[src/rtl/packet_receiver.sv]
// rtl/packet_receiver.sv - packet loader: header/payload words to a banked buffer write port, plus solver launch handshake
module packet_receiver #(
  parameter int ADDR_W = 10
) (
  input  logic              clk,
  input  logic              reset,
  input  logic              intrpt,
  input  logic              cmd,
  input  logic [31:0]       dataBus,
  output logic              done,
  output logic              wr_en,
  output logic [3:0]        wr_bank,
  output logic [ADDR_W-1:0] wr_addr,
  output logic [31:0]       wr_data,
  output logic              start_proc,
  input  logic              proc_done,
  output logic              busy,
  output logic              err,
  output logic [15:0]       pkt_count
);

  typedef enum logic [1:0] {
    S_IDLE    = 2'd0,
    S_PAYLOAD = 2'd1,
    S_PROC    = 2'd2
  } state_t;

  state_t              r_state;
  state_t              w_state_nxt;

  logic                r_done;
  logic                r_wr_en;
  logic [3:0]          r_wr_bank;
  logic [ADDR_W-1:0]   r_wr_addr;
  logic [31:0]         r_wr_data;
  logic                r_start_proc;
  logic                r_busy;
  logic                r_err;
  logic [15:0]         r_pkt_count;
  logic [3:0]          r_bank;
  logic [ADDR_W-1:0]   r_base;
  logic [ADDR_W-1:0]   r_len;
  logic [ADDR_W-1:0]   r_idx;

  logic                w_done_nxt;
  logic                w_wr_en_nxt;
  logic [3:0]          w_wr_bank_nxt;
  logic [ADDR_W-1:0]   w_wr_addr_nxt;
  logic [31:0]         w_wr_data_nxt;
  logic                w_start_proc_nxt;
  logic                w_busy_nxt;
  logic                w_err_nxt;
  logic [15:0]         w_pkt_count_nxt;
  logic [3:0]          w_bank_nxt;
  logic [ADDR_W-1:0]   w_base_nxt;
  logic [ADDR_W-1:0]   w_len_nxt;
  logic [ADDR_W-1:0]   w_idx_nxt;

  logic [3:0]          w_hdr_bank;
  logic [ADDR_W-1:0]   w_hdr_base;
  logic [ADDR_W-1:0]   w_hdr_len;
  logic                w_capture;
  logic                w_proc_req;
  logic                w_trunc;
  logic                w_last_word;

  // Header layout: bank in the top nibble, base from bit 16 up, length from bit 0 up.
  assign w_hdr_bank  = dataBus[31:28];
  assign w_hdr_base  = dataBus[16+ADDR_W-1:16];
  assign w_hdr_len   = dataBus[ADDR_W-1:0];

  // Gating on r_done keeps the word still held during the ack cycle from being taken twice.
  assign w_capture   = intrpt && cmd && !r_done &&
                       ((r_state == S_IDLE) || (r_state == S_PAYLOAD));
  assign w_proc_req  = intrpt && !cmd && !r_done && (r_state == S_IDLE);
  assign w_trunc     = intrpt && !cmd && (r_state == S_PAYLOAD);
  assign w_last_word = (r_idx == (r_len - ADDR_W'(1)));

  always_comb begin
    w_state_nxt      = r_state;
    w_done_nxt       = w_capture;
    w_wr_en_nxt      = 1'b0;
    w_wr_bank_nxt    = r_wr_bank;
    w_wr_addr_nxt    = r_wr_addr;
    w_wr_data_nxt    = r_wr_data;
    w_start_proc_nxt = 1'b0;
    w_err_nxt        = r_err;
    w_pkt_count_nxt  = r_pkt_count;
    w_bank_nxt       = r_bank;
    w_base_nxt       = r_base;
    w_len_nxt        = r_len;
    w_idx_nxt        = r_idx;

    if (proc_done && (r_state != S_PROC)) begin
      w_err_nxt = 1'b1;
    end

    case (r_state)
      S_IDLE: begin
        if (w_capture) begin
          if (w_hdr_len == '0) begin
            w_pkt_count_nxt = r_pkt_count + 16'd1;
          end else begin
            w_bank_nxt  = w_hdr_bank;
            w_base_nxt  = w_hdr_base;
            w_len_nxt   = w_hdr_len;
            w_idx_nxt   = '0;
            w_state_nxt = S_PAYLOAD;
          end
        end else if (w_proc_req) begin
          w_start_proc_nxt = 1'b1;
          w_state_nxt      = S_PROC;
        end
      end

      S_PAYLOAD: begin
        if (w_capture) begin
          w_wr_en_nxt   = 1'b1;
          w_wr_bank_nxt = r_bank;
          w_wr_addr_nxt = r_base + r_idx;
          w_wr_data_nxt = dataBus;
          w_idx_nxt     = r_idx + ADDR_W'(1);
          if (w_last_word) begin
            w_pkt_count_nxt = r_pkt_count + 16'd1;
            w_state_nxt     = S_IDLE;
          end
        end else if (w_trunc) begin
          w_err_nxt   = 1'b1;
          w_state_nxt = S_IDLE;
        end
      end

      S_PROC: begin
        if (proc_done) begin
          w_state_nxt = S_IDLE;
        end
      end

      default: begin
        w_state_nxt = S_IDLE;
      end
    endcase

    w_busy_nxt = (w_state_nxt == S_PROC);
  end

  always_ff @(posedge clk) begin
    if (reset) begin
      r_state      <= S_IDLE;
      r_done       <= 1'b0;
      r_wr_en      <= 1'b0;
      r_wr_bank    <= '0;
      r_wr_addr    <= '0;
      r_wr_data    <= '0;
      r_start_proc <= 1'b0;
      r_busy       <= 1'b0;
      r_err        <= 1'b0;
      r_pkt_count  <= '0;
      r_bank       <= '0;
      r_base       <= '0;
      r_len        <= '0;
      r_idx        <= '0;
    end else begin
      r_state      <= w_state_nxt;
      r_done       <= w_done_nxt;
      r_wr_en      <= w_wr_en_nxt;
      r_wr_bank    <= w_wr_bank_nxt;
      r_wr_addr    <= w_wr_addr_nxt;
      r_wr_data    <= w_wr_data_nxt;
      r_start_proc <= w_start_proc_nxt;
      r_busy       <= w_busy_nxt;
      r_err        <= w_err_nxt;
      r_pkt_count  <= w_pkt_count_nxt;
      r_bank       <= w_bank_nxt;
      r_base       <= w_base_nxt;
      r_len        <= w_len_nxt;
      r_idx        <= w_idx_nxt;
    end
  end

  assign done       = r_done;
  assign wr_en      = r_wr_en;
  assign wr_bank    = r_wr_bank;
  assign wr_addr    = r_wr_addr;
  assign wr_data    = r_wr_data;
  assign start_proc = r_start_proc;
  assign busy       = r_busy;
  assign err        = r_err;
  assign pkt_count  = r_pkt_count;

endmodule
[config.mk]
export PLATFORM = sky130hd
export DESIGN_NAME = packet_receiver
export DESIGN_NICKNAME = d
export VERILOG_FILES = /design/src/rtl/packet_receiver.sv
export SDC_FILE = /design/constraint.sdc
export NUM_CORES = 1
export LEC_CHECK = 0
export ABC_CLOCK_PERIOD_IN_PS = 7800
export BUFFER_PORTS_ARGS = -buffer_cell sky130_fd_sc_hd__buf_2
export CAP_MARGIN = 20
export CORE_MARGIN = 2
export CORE_UTILIZATION = 50
export CTS_BUF_LIST = sky130_fd_sc_hd__clkbuf_8
export CTS_CLUSTER_DIAMETER = 60
export DETAILED_ROUTE_END_ITERATION = 12
export PLACE_DENSITY = 0.74
export SYNTH_ARGS = -nofsm -noshare
export SYNTH_HDL_FRONTEND = slang
export SYNTH_SLANG_ARGS = --single-unit
export TNS_END_PERCENT = 1
[constraint.sdc]
create_clock -name clk -period 7.8 [get_ports clk]
set_input_delay 0.39 -clock clk [delete_from_list [all_inputs] [get_ports clk]]
set_output_delay 0.39 -clock clk [all_outputs]
set_load 0.02 [all_outputs]
==> reports/summary.txt <==
CP startpoint = r_len[0]
initial antenna violation count = 0
mean routed wirelength per cell = 13.64 um
final WL = 10,700 um
Setup-failing EPs final = 0
Comb power frac = 0.093
Horiz. Die Dim = 101.1 um
finished layout cell area = 5449 um2
global-route wire length before repair = 17,670 um
CTS HTree Levels = 3
layout cells sized above 1 = 0.2229
Total GRT Usage = 0.2132
Switching Fraction = 0.2683
Post-synth EDFFs = 0
fin. max-slew vios = 0
CP Cell Sequence = inv_1, ha_1, or4b_1, nor2_1, mux2_2, a41oi_2, nor3b_2, mux2_4
#FFs+latches synth = 103
starting density of the core = 0.5125
GPL Wtd Cong = 0.9063
Die Y = 101.1 um
Skew-Pair Late Insertion Delay = 0.37 ns
Worst-Margin Slew = 1.113 ns
Critical-path top delay cell = a41oi_2
starting DRC count in detailed routing = 209
synthesized area = 4713 um2
CTS tree = yes
Port Buf Inserts = 103
Internal = 702.7 uW
total die area = 10,220 um2
Crit path depth = 8
dpl hpwl = 7500 um
R2R depth = 8
TNS Setup = 0 ns
final net count = 718
Worst Path Max Fanout = 21
share of power burned in registers = 0.570
Post-CTS Setup Bufs = 0
Hold Path Class = in2reg
dpl cell area = 5259 um2
share of total power in the clock network = 0.337
Worst Path Buf+Inv = 1
crit-path max cell delay = 0.90 ns
minimum hold slack = 0.2507 ns
worst endpoint required time = 8.06 ns
pin count of the biggest net entering global routing = 111
post-layout util = 0.5925
CP Data Arrival Time = 3.40 ns
switching power = 257.6 uW
final period utilization = 0.4027
asr flop ratio synth = 0
Worst Setup End Kind = flip-flop
Synth Area per Inst = 8.071 um2
Max Clock Skew = 0.009133 ns
CTS Buf Count = 9
area delta synth->final = 15.61%
Final Hold Viols = 0
CTS sink cnt = 103
Reg clk slew, reported paths = 0.10 ns
worst r2r src = r_len[0]
Hold Crit Start = dataBus[27]
Clock Tree Buf Depth = 2
syn_nets = 634
Leak = 2.217 nW
DRT Pass-1 Iters = 4
Via density = 5.287
Top Ports = 104
status = finished, final reports clean
Seq/Total Area, Yosys = 0.4375
Max rail drop VDD = 0.0001152 V
Worst setup SP type = flip-flop
Ys Warns = 0
ys flop type = dfxtp_1
Pwr Density = 176.2 nW/um2
post-route antenna net violation count = 0
Crit Path Class = reg2reg
total grt overflow = 0
clk root buf = clkbuf_8
CTS hold repair buffers = 0
Placeable Area = 9196 um2
vias = 4,145
Pwr Total = 960.3 uW
cell depth of the worst hold path = 3
family with the most delay on the worst path = compound AO/OA/AOI/OAI gates
antenna cells = 0
Slew headroom = 0.2582
CTS resizes = 0
Post-Synthesis Cells = 584
row count = 35
RSZ-0062 raised after global routing = false
number of remaining DRC errors = 0
max-cap violation count = 0
vias in the first global route = 3,864
R2R Setup Slk = 4.66 ns
fmax = 318.3 MHz
synth unique cells = 50
post-layout min period = 3.141 ns
[per-stage QoR]
step | setup slack, ns | cells
3_5_place_dp | 4.663 | 768
6_report | 4.659 | 784
2_1_floorplan | 5.251 | 584
3_3_place_gp | 4.757 | 768
5_1_grt | 4.498 | 784
4_1_cts | 4.657 | 784
[flip-flops by register name, indices dropped and copies added (netlist names)]
signal and count:
wr_en 1, r_len 10, r_base 10, wr_data 32
busy 1, wr_bank 4, pkt_count 16, err 1
wr_addr 10, r_state 2, r_idx 10, start_proc 1
done 1, r_bank 4
[synthesized netlist by cell type, types with 4 or more instances]
master,number,area [um2]
nand2_1,149,559.3
dfxtp_1,103,2062
a21oi_1,76,380.4
nor2_1,38,142.6
clkbuf_1,23,86.33
nor2b_1,20,125.1
ha_1,12,150.1
inv_1,12,45.04
nand3_1,12,60.06
o21ai_0,12,60.06
xnor2_1,12,105.1
nor3_1,10,50.05
xor2_1,10,87.58
buf_1,8,30.03
mux2_4,8,120.1
nor3_2,8,80.08
or3_1,8,50.05
and3_1,5,31.28
nand4_1,5,31.28
or4_1,5,37.54
a211oi_1,4,30.03
[worst register-to-register path: stages (launching register included)]
cell     delay, ns
dfxtp_1       0.37
inv_1         0.07
ha_1          0.24
or4b_1        0.49
nor2_1        0.13
mux2_2        0.37
a41oi_2       0.90
nor3b_2       0.14
mux2_4        0.33
[layout by cell type (no fill, tap or decap), types with 10 or more instances in the layout]
master      n
nor3_1     10
o21ai_0    12
xnor2_1    12
dfxtp_1   103
inv_1      12
nand2_1   149
buf_2     102
ha_1       12
nor2_1     38
clkbuf_8   10
nor2b_1    20
nand3_1    12
a21oi_1    76
xor2_1     10
[kinds of logic after synthesis]
| group | Yosys count | share of synthesized area |
|---|---|---|
| muxes | 12 | 0.03478 |
| buffers and inverters | 45 | 0.03902 |
| and+or+nand+nor | 281 | 0.2817 |
| DFF | 103 | 0.4375 |
| AOI/OAI and AO/OA | 107 | 0.1266 |
| xor gates and xnor gates | 23 | 0.04433 |
| adders and majority gates | 13 | 0.03610 |
[power by group through the flow]
stage / combinational, mW / sequential [mW] / clock, mW
2_1_floorplan: 0.0575 / 0.562 / 0
3_3_place_gp: 0.0881 / 0.559 / 0
3_5_place_dp: 0.0890 / 0.560 / 0
4_1_cts: 0.0899 / 0.547 / 0.330
5_1_grt: 0.0996 / 0.549 / 0.349
6_report: 0.0895 / 0.548 / 0.323
[layout make-up]
| type | instances | area, um2 |
|---|---|---|
| Timing Repair Buffer | 106 | 540.5 |
| Clock inverter | 6 | 52.55 |
| Multi-Input combinational cell | 436 | 2472 |
| Clock buffer | 10 | 137.6 |
| Inverter | 12 | 45.04 |
| Fill cell | 852 | 3747 |
| Sequential cell | 103 | 2062 |
| Tap cell | 111 | 138.9 |
[path summary, 6_finish.rpt]
| kind | end |
|---|---|
| setup / recovery | pkt_count[5] |
| hold / removal | wr_data[27] |
| setup reg to reg | pkt_count[5] |
| hold reg to reg | wr_data[18] |
[per-layer routing]
| metal | track usage | share of wire | vias up |
|---|---|---|---|
| li1 | - | - | 2123 |
| met1 | 0.2783 | 0.46 | 1934 |
| met2 | 0.3535 | 0.49 | 76 |
| met3 | 0.05409 | 0.039 | 12 |
| met4 | 0.05198 | 0.010 | 0 |
| met5 | 0 | 0 | - |
(Power assumes the default switching activity.)
